$ cat src/rtl/hazard_pkg.sv
// Shared definitions for the pipeline hazard controller: FSM state encoding,
// performance counter width and the load-use detection helper.
package hazard_pkg;

    localparam int unsigned CntWidth = 16;

    typedef enum logic [1:0] {
        Run     = 2'b00,
        LuStall = 2'b01,
        MemWait = 2'b10
    } hazard_state_e;

    // A load in EX whose non-zero destination feeds a source read by the ID instruction.
    function automatic logic load_use(
        input logic       mem_read,
        input logic [4:0] rd_addr,
        input logic [4:0] rs1_addr,
        input logic [4:0] rs2_addr,
        input logic       uses_rs2
    );
        return mem_read && (rd_addr != 5'd0) &&
               ((rd_addr == rs1_addr) || (uses_rs2 && (rd_addr == rs2_addr)));
    endfunction

endpackage

$ cat src/rtl/hazard_perf_counter.sv
// Saturating stall-cycle and flush counters for the hazard controller.
// Only instantiated when HAZARD_PERF_CNT_EN is defined.
module hazard_perf_counter
    import hazard_pkg::*;
(
    input  logic                clk_i,
    input  logic                rst_i,
    input  logic                stall_i,
    input  logic                flush_i,
    output logic [CntWidth-1:0] stall_cycles_o,
    output logic [CntWidth-1:0] flush_count_o
);

    logic [CntWidth-1:0] stall_cnt_q;
    logic [CntWidth-1:0] flush_cnt_q;

    // Count stall and flush cycles, holding at all-ones; cleared while in reset.
    always_ff @(posedge clk_i) begin
        if (!rst_i) begin
            stall_cnt_q <= '0;
            flush_cnt_q <= '0;
        end else begin
            if (stall_i && (stall_cnt_q != '1)) begin
                stall_cnt_q <= stall_cnt_q + 1'b1;
            end
            if (flush_i && (flush_cnt_q != '1)) begin
                flush_cnt_q <= flush_cnt_q + 1'b1;
            end
        end
    end

    assign stall_cycles_o = stall_cnt_q;
    assign flush_count_o  = flush_cnt_q;

endmodule

$ cat src/rtl/pipeline_hazard_ctrl.sv
// Pipeline hazard controller: load-use stalls, data-memory wait stalls and
// taken-branch flushes for a 5-stage pipeline. Outputs are Mealy.
// Optional feature macro: HAZARD_PERF_CNT_EN adds stall/flush counters.
module pipeline_hazard_ctrl
    import hazard_pkg::*;
(
    input  logic                clk_i,
    input  logic                rst_i,
    input  logic [4:0]          IFID_RS1addr_i,
    input  logic [4:0]          IFID_RS2addr_i,
    input  logic                IFID_UsesRS2_i,
    input  logic [4:0]          IDEX_RDaddr_i,
    input  logic                IDEX_MemRead_i,
    input  logic                Branch_taken_i,
    input  logic                EXMEM_MemReq_i,
    input  logic                DMem_ready_i,
    output logic                PC_Write_o,
    output logic                IFID_Write_o,
    output logic                IDEX_Write_o,
    output logic                EXMEM_Write_o,
    output logic                IFID_Flush_o,
    output logic                IDEX_Bubble_o,
    output logic                MEMWB_Bubble_o,
    output logic [1:0]          State_o
`ifdef HAZARD_PERF_CNT_EN
    ,
    output logic [CntWidth-1:0] StallCycles_o,
    output logic [CntWidth-1:0] FlushCount_o
`endif
);

    hazard_state_e state_q, state_d;
    logic lu;
    logic mw;
    logic lu_stall;

    assign lu = load_use(IDEX_MemRead_i, IDEX_RDaddr_i, IFID_RS1addr_i, IFID_RS2addr_i,
                         IFID_UsesRS2_i);
    assign mw = EXMEM_MemReq_i && !DMem_ready_i;

    // lu only stalls outside LuStall; the MemWait exit cycle behaves like Run.
    assign lu_stall = lu && !mw && (state_q != LuStall);

    // State register with synchronous active-low reset.
    always_ff @(posedge clk_i) begin
        if (!rst_i) begin
            state_q <= Run;
        end else begin
            state_q <= state_d;
        end
    end

    // Next-state: memory wait dominates, then a load-use stall, else back to Run.
    always_comb begin
        state_d = Run;
        if (mw) begin
            state_d = MemWait;
        end else if (lu_stall) begin
            state_d = LuStall;
        end
    end

    // Output decode; reset forces every register to hold with NOPs injected.
    always_comb begin
        PC_Write_o     = 1'b1;
        IFID_Write_o   = 1'b1;
        IDEX_Write_o   = 1'b1;
        EXMEM_Write_o  = 1'b1;
        IFID_Flush_o   = 1'b0;
        IDEX_Bubble_o  = 1'b0;
        MEMWB_Bubble_o = 1'b0;
        State_o        = state_q;
        if (!rst_i) begin
            PC_Write_o     = 1'b0;
            IFID_Write_o   = 1'b0;
            IDEX_Write_o   = 1'b0;
            EXMEM_Write_o  = 1'b0;
            IFID_Flush_o   = 1'b1;
            IDEX_Bubble_o  = 1'b1;
            MEMWB_Bubble_o = 1'b1;
            State_o        = Run;
        end else if (mw) begin
            PC_Write_o     = 1'b0;
            IFID_Write_o   = 1'b0;
            IDEX_Write_o   = 1'b0;
            EXMEM_Write_o  = 1'b0;
            MEMWB_Bubble_o = 1'b1;
        end else if (lu_stall) begin
            PC_Write_o    = 1'b0;
            IFID_Write_o  = 1'b0;
            IDEX_Bubble_o = 1'b1;
        end else begin
            IFID_Flush_o = Branch_taken_i;
        end
    end

`ifdef HAZARD_PERF_CNT_EN
    hazard_perf_counter u_perf (
        .clk_i          (clk_i),
        .rst_i          (rst_i),
        .stall_i        (!PC_Write_o),
        .flush_i        (IFID_Flush_o),
        .stall_cycles_o (StallCycles_o),
        .flush_count_o  (FlushCount_o)
    );
`endif

endmodule

$ cat config.mk
export PLATFORM = sky130hd
export DESIGN_NAME = pipeline_hazard_ctrl
export DESIGN_NICKNAME = d
export VERILOG_FILES = /design/src/rtl/hazard_pkg.sv /design/src/rtl/hazard_perf_counter.sv /design/src/rtl/pipeline_hazard_ctrl.sv
export SDC_FILE = /design/constraint.sdc
export NUM_CORES = 1
export LEC_CHECK = 0
export ABC_AREA = 1
export BUFFER_PORTS_ARGS = -buffer_cell sky130_fd_sc_hd__clkbuf_2
export CORE_AREA = 5 5 42 44
export CTS_CLUSTER_DIAMETER = 150
export DETAILED_ROUTE_END_ITERATION = 8
export DIE_AREA = 0 0 47 49
export SLEW_MARGIN = 5
export SYNTH_ARGS = -nofsm -noshare
export SYNTH_HDL_FRONTEND = slang
export SYNTH_SLANG_ARGS = --single-unit
$ cat constraint.sdc
create_clock -name clk_i -period 2.1 [get_ports clk_i]
set_input_delay 0.63 -clock clk_i [delete_from_list [all_inputs] [get_ports clk_i]]
set_output_delay 0.63 -clock clk_i [all_outputs]
set_load 0.01 [all_outputs]
==> results.md, run 1 <==
* Status: completed
* Die Width at 47 um
* Syn nets at 99
* Cell Area, Synth at 354 um2
* CTS tree: built
* Ys Warns at 0
* Clk sinks at 2
* Vert. Die Dim at 49 um
* Final worst-path cycle share at 98.4%
* Shortest period the worst path allows at between 2 and 2.5 ns
* Count leader, synth: nand2_1
* RSZ-0062 raised after global routing: yes
* Multi-input logic area at 246 um2
* Clk Latency, worst-skew pair at 0.23 ns
* Synth top area cells: nand2_1 32%, inv_1 18%, nor2_1 12%
* Initial Util at 25.3%
* Number of fill cells at 159
* Core Region at ~1400 um2
* Final nets at around 130
* Most used DFF post-synth: dfxtp_1
* GRT Total Usage at 9.21%
* Commonest cells post-synth: 30 x nand2_1, 17 x inv_1, 11 x nor2_1
* Clock Skew at 0.00466 ns
* Peak supply drop at 0.224 mV
* H-tree depth at 1
* Worst path cell trace: buf_8 -> inv_4 -> nand2_2 -> nand2_2 -> nor2_2 -> nand3_1 -> nand2_2 -> nand2_2 -> nand2_1 -> nand2_1 -> buf_2
* Boundary Pins at 31
* Final instance area at 614 um2
* Per-cell routed wire length at 7.62 um
* Final WL at roughly 950 um
* Cells after DPL at 121
* Fin Setup TNS at 0 ns
* Max reg flops at 2
* Most flop-heavy register: state_q
* Critical Path AT at 1.44 ns
* Via count at 496
* Port Buffers at 30
* Pin count of the biggest net entering global routing at 6
* Synthesized flop and latch total at 2
* GPL Wtd Cong at 0.688
* Critical Path Slowest Stage Cell: buf_2
* Vias in the first global route at 424
* Top achievable clock speed at about 480 MHz
* DIE AREA at 2300 um2
* Final non-filler cell total at approximately 130
* CP Class: input port to output port
* Synthesized area per cell at 4.60 um2
* Post-synth top area share at around a third
* Pre-Repair DR Iteration Count at 4
* Headroom to the max-slew limit at between 80% and 90%
* DP Wirelength at 827 um
* Asr flop ratio synth at 0%
* CP required at 1.47 ns
* Clk root buf: clkbuf_4
* PD cells at 365 nW/um2
* Vias/cell at 3.97
* Crit start category: input port
* Yosys cell types at 13
* Initial antenna violation count at 0
* Share of layout cells above drive strength 1 at 46.8%
* DRC Markers at 0
* Crit-path max FO at 4
* Rows at 14
* Post-synth EDFFs at 0
* CP max stage delay at 0.13 ns
* First-pass GRT wire length at 1.57 mm
* Crit-path most repeated cell: nand2_2
* Worst-path clk slew at 0.03 ns
* Seq/Total Area, Yosys at 11.3%
* Mapped Cells at 77
* Area occupied by registers at 40.0 um2
* Worst Max-Slew Pin Slew at roughly 0.19 ns
* Post-route ant nets at 0
* Post-DP Area at 515 um2
* HP Class: input port to flop
* LEAKAGE at 0.000415 uW
* Worst-case clock buffer depth at 2
* Hold Fails Final Rpt at 0
* Yosys top cell by area: nand2_1
* Setup violators final at 0
* Max Cap Viol at 0
* Final Max Slew Viols at 0
* Initial DRC Count at 5
* Area grow syn2layout at 73.5%
* CP endpoint kind: output port
* Grt ovf at 0
* N_diodes at 0
* Total CTS buffers at 3
* Top Registers: state_q (2)
[power by group]
group / total (uW) / switching, uW / internal [uW]
logic: 97.7 / 49.0 / 48.7
clock network: 86.9 / 23.7 / 63.2
registers: 39.8 / 0.480 / 39.3
total: 224 / 73.1 / 151
[logic make-up after synthesis]
family | count (synthesis) | synth area share, %
AOI/OAI and AO/OA | 2 | 3.53
xor gates and xnor gates | 1 | 2.47
DFF | 2 | 11.3
and+or+nand+nor | 49 | 56.2
buffers and inverters | 23 | 26.5
[cell type report]
type	count	share of cell area [%]
Timing Repair Buffer	31	32.8
Multi-Input combinational cell	52	40.1
Clock buffer	3	3.67
Tap cell	16	3.26
Inverter	21	13.6
Sequential cell	2	6.52
[routing by layer]
layer / share of wire (%) / vias up / global-route usage [%] / wire length [um]
li1: - / 281 / - / -
met1: 40 / 202 / 10.3 / 381
met2: 52 / 13 / 14.0 / 497
met3: 7.6 / 0 / 2.58 / 72
met4: 0 / 0 / 6.91 / 0
met5: 0 / - / 0 / 0
[final timing paths]
kind / start / end / slack [ns] / depth (start not counted)
worst min register to register: state_q[1]$_SDFF_PN0_ / state_q[0]$_SDFF_PN0_ / 0.72 / 4
worst min-delay path: DMem_ready_i / state_q[1]$_SDFF_PN0_ / 0.70 / 3
worst max-delay path: IDEX_RDaddr_i[1] / IFID_Flush_o / 0.03 / 11
worst max register to register: state_q[0]$_SDFF_PN0_ / state_q[0]$_SDFF_PN0_ / 1.26 / 5
[metrics by stage]
step	total power, uW	setup slack [ns]	hold WS, ns	util (%)
floorplan	87.9	0.0178	0.666	-
global placement	123	0.0150	0.703	36.8
detailed placement	124	0.00615	0.714	36.8
CTS	218	0.00553	0.696	38.4
global route	250	-0.0754	0.724	43.8
finish	224	0.0330	0.704	43.8
[critical path: cells and delay by family]
kind / cells / cell delay (ns)
buffers and inverters: 3 / 0.25
and+or+nand+nor: 8 / 0.57
[cells in the final DEF (no fill, tap or decap), types with 3 or more instances in the layout]
| cell | instances |
|---|---|
| inv_1 | 16 |
| clkbuf_2 | 18 |
| clkbuf_4 | 3 |
| nand2_2 | 7 |
| buf_6 | 5 |
| buf_2 | 5 |
| nor2_2 | 3 |
| nand3_1 | 3 |
| nand2_1 | 26 |
| nor2_1 | 8 |
| inv_2 | 3 |
[timing repair]
item / CTS / global route
hold buffers: 0 / 0
setup buffers: 0 / 1
resized for setup: 0 / 30
setup endpoints to repair: 0 / 4
Power figures use the tool's default switching activity.
==> run 2, diff against run 1 <==
--- a/config.mk
+++ b/config.mk
@@ -11,6 +11,7 @@
 export CTS_CLUSTER_DIAMETER = 150
 export DETAILED_ROUTE_END_ITERATION = 8
 export DIE_AREA = 0 0 47 49
+export PLACE_DENSITY_LB_ADDON = 0.3
 export SLEW_MARGIN = 5
 export SYNTH_ARGS = -nofsm -noshare
 export SYNTH_HDL_FRONTEND = slang
==> run 2 against run 1 <==
Net effect: final cell count up 0.80%; non-clock buffer count up 1; count of clock-buffer cells in the layout unchanged; register-to-register slack about the same; critical path type unchanged; clock skew about the same; largest cell class unchanged; maximum frequency down 0.37%; clock power down 0.6%.
==> results.md, run 2 (synthesis results as in run 1) <==
* Vias/cell at 4.09 (+3.0%)
* Top achievable clock speed at 482 MHz (-0.37%)
* Vert. Die Dim at 49 um (unchanged)
* Most frequent cells in the layout: 24 x nand2_1, 17 x clkbuf_2, 15 x inv_1, 9 x nand2_2, 6 x nor2_2
* Worst Setup SP: EXMEM_MemReq_i
* H-tree depth at 1 (unchanged)
* Setup violators final at 0 (unchanged)
* Initial antenna violation count at 0 (unchanged)
* Final WL at 1.07 mm (+13%)
* Most flop-heavy register: state_q
* Int Power at 160 uW (+5.6%)
* Rows at 14 (unchanged)
* RSZ-0062 raised after global routing: yes
* Initial DRC Count at 6 (+1)
* HP Class: input port to flop
* Clk Latency, worst-skew pair at 0.23 ns (about the same)
* R2R Path Start: state_q[0]$_SDFF_PN0_
* Peak supply drop at 0.220 mV (-1.8%)
* GPL Wtd Cong at 0.707 (+2.7%)
* Final core utilization at 47.8% (+3.9 points)
* Shortest period the worst path allows at 2.07 ns (+0.00769 ns)
* First-pass GRT wire length at 1.66 mm (+6.1%)
* CP required at 1.47 ns (about the same)
* Most common cell after layout, fill and taps aside: nand2_1
* Final worst-path cycle share at 98.8% (+0.37 points)
* Clk root buf: clkbuf_4
* Worst Setup EP: IFID_Flush_o
* Pin count of the biggest net entering global routing at 6 (unchanged)
* Hold Fails Final Rpt at 0 (unchanged)
* Headroom to the max-slew limit at 87.7% (+0.60 points)
* Final nets at 134 (+0.75%)
* Grt ovf at 0 (unchanged)
* Final Max Slew Viols at 0 (unchanged)
* Top Registers: state_q (2)
* Crit start category: input port
* Via count at 515 (+3.8%)
* CTS tree: built
* Max Cap Viol at 0 (unchanged)
* Pre-Repair DR Iteration Count at 4 (unchanged)
* DRC Markers at 0 (unchanged)
* Per-cell routed wire length at 8.52 um (+12%)
* Total CTS buffers at 3 (unchanged)
* Post-route ant nets at 0 (unchanged)
* Switch Pwr at 77.0 uW (+5.2%)
* Worst path cell trace: clkbuf_2 -> inv_1 -> or2_1 -> o211ai_1 -> nor2_2 -> nand2_2 -> nand2_2 -> nand2_1 -> buf_2
* Worst r2r path cells at 5 (unchanged)
* Worst-path clk slew at 0.03 ns (about the same)
* Area grow syn2layout at 89.0%
* Crit-path most repeated cell: nand2_2
* Worst reg2reg path endpoint: state_q[0]$_SDFF_PN0_
* Critical Path Slowest Stage Cell: or2_1
* Area occupied by registers at 40.0 um2 (unchanged)
* Sw Ratio at 32.5% (-0.086 points)
* DIE AREA at 2300 um2 (unchanged)
* Core Region at 1400 um2 (unchanged)
* Clock Skew at 0.00514 ns (+0.000483 ns)
* Final Total Pwr at 237 uW (+5.5%)
* Clk sinks at 2 (unchanged)
* Seq pwr share at 16.8% (-0.9 points)
* CP endpoint kind: output port
* N_diodes at 0 (unchanged)
* # hold bufs at CTS at 0 (unchanged)
* Max reg flops at 2 (unchanged)
* GRT Total Usage at 10.0% (+0.84 points)
* CP Class: input port to output port
* Logic pwr share at 46.7% (+3.2 points)
* Boundary Pins at 31 (unchanged)
* Worst Max-Slew Pin Slew at 0.184 ns (-0.00891 ns)
* CP max stage delay at 0.23 ns (+0.10 ns)
* LEAKAGE at 0.000428 uW (+3.3%)
* Initial Util at 25.3% (unchanged)
* Register-to-Register Setup Slack at 1.25 ns (about the same)
* Die Width at 47 um (unchanged)
* Crit-path max FO at 3 (-1)
* Clk network pwr share at 36.5% (-2.2 points)
* Port Buffers at 30 (unchanged)
* Status: completed
* Multi-input logic area at 264 um2 (+7.1%)
* Vias in the first global route at 440 (+3.8%)
* Critical Path AT at 1.44 ns (about the same)
* PD cells at 354 nW/um2 (-3.2%)
* DP Wirelength at 903 um (+9.1%)
* Worst-case clock buffer depth at 2 (unchanged)
* Share of layout cells above drive strength 1 at 53.6% (+6.8 points)
* Number of fill cells at 171 (+7.5%)
[run 2: cell count changes in the layout (fill, tap and decap cells not counted), moves of 2 or more]
cell	change
buf_8	+3
nand2_1	-2
nand2_2	+2
nor2_1	-3
nor2_2	+3
[run 2: final cells by class]
type / count / area share (%)
clock buffer: 3 / 3.36
inverter: 21 / 12.9
multi-input combinational: 52 / 39.4
sequential: 2 / 5.98
tap: 16 / 2.99
timing repair buffer: 32 / 35.3
[run 2: per-stage QoR]
step                TNS [ns]  hold WS [ns]  worst slack [ns]  std cells  instance area [um2]
global placement     -0.0424         0.700           -0.0210        122                  523
CTS                  -0.0190         0.692           -0.0190        126                  584
finish                     0         0.697            0.0253        126                  669
detailed placement   -0.0595         0.710           -0.0246        122                  523
global route         -0.0975         0.714           -0.0623        126                  669
floorplan                  0         0.666            0.0178         77                  360
[run 2: worst max-delay path: cells and delay by family]
family	cells	cell delay (ns)
simple gates	5	0.47
buf+inv	3	0.21
compound gates	1	0.12
[run 2: power groups by stage]
stage / Sequential [uW] / Clock [uW] / Combinational, uW
after global placement: 40.2 / 0 / 85.0
after CTS: 39.8 / 91.4 / 93.1
after global routing: 40.0 / 93.8 / 124
after floorplan: 40.2 / 0 / 47.8
after detailed placement: 40.3 / 0 / 86.2
final: 39.8 / 86.4 / 111
[run 2: how the worst min path moves through the flow]
stage,end,depth (start not counted),from
final,state_q[1]$_SDFF_PN0_,3,DMem_ready_i
after CTS,state_q[1]$_SDFF_PN0_,3,DMem_ready_i
after global placement,state_q[0]$_SDFF_PN0_,4,state_q[1]$_SDFF_PN0_
after global routing,state_q[1]$_SDFF_PN0_,3,DMem_ready_i
after floorplan,state_q[0]$_SDFF_PN0_,4,state_q[1]$_SDFF_PN0_
after detailed placement,state_q[0]$_SDFF_PN0_,4,state_q[1]$_SDFF_PN0_
[run 2: timing repair]
| action | 4_1_cts | 5_1_grt |
|---|---|---|
| cloned | 0 | 0 |
| gates resized for setup | 5 | 33 |
| pin swaps | 6 | 20 |
| setup buffers | 1 | 0 |
| setup endpoints to repair | 3 | 4 |
[run 2: layer usage]
layer  GRT usage [%]  vias up  share of wire, %
met4            8.29        0               2.1
met2            14.3       14                56
met1            12.2      213                36
li1                -      285                 -
met3            2.21        3               6.2
met5               0        -                 0
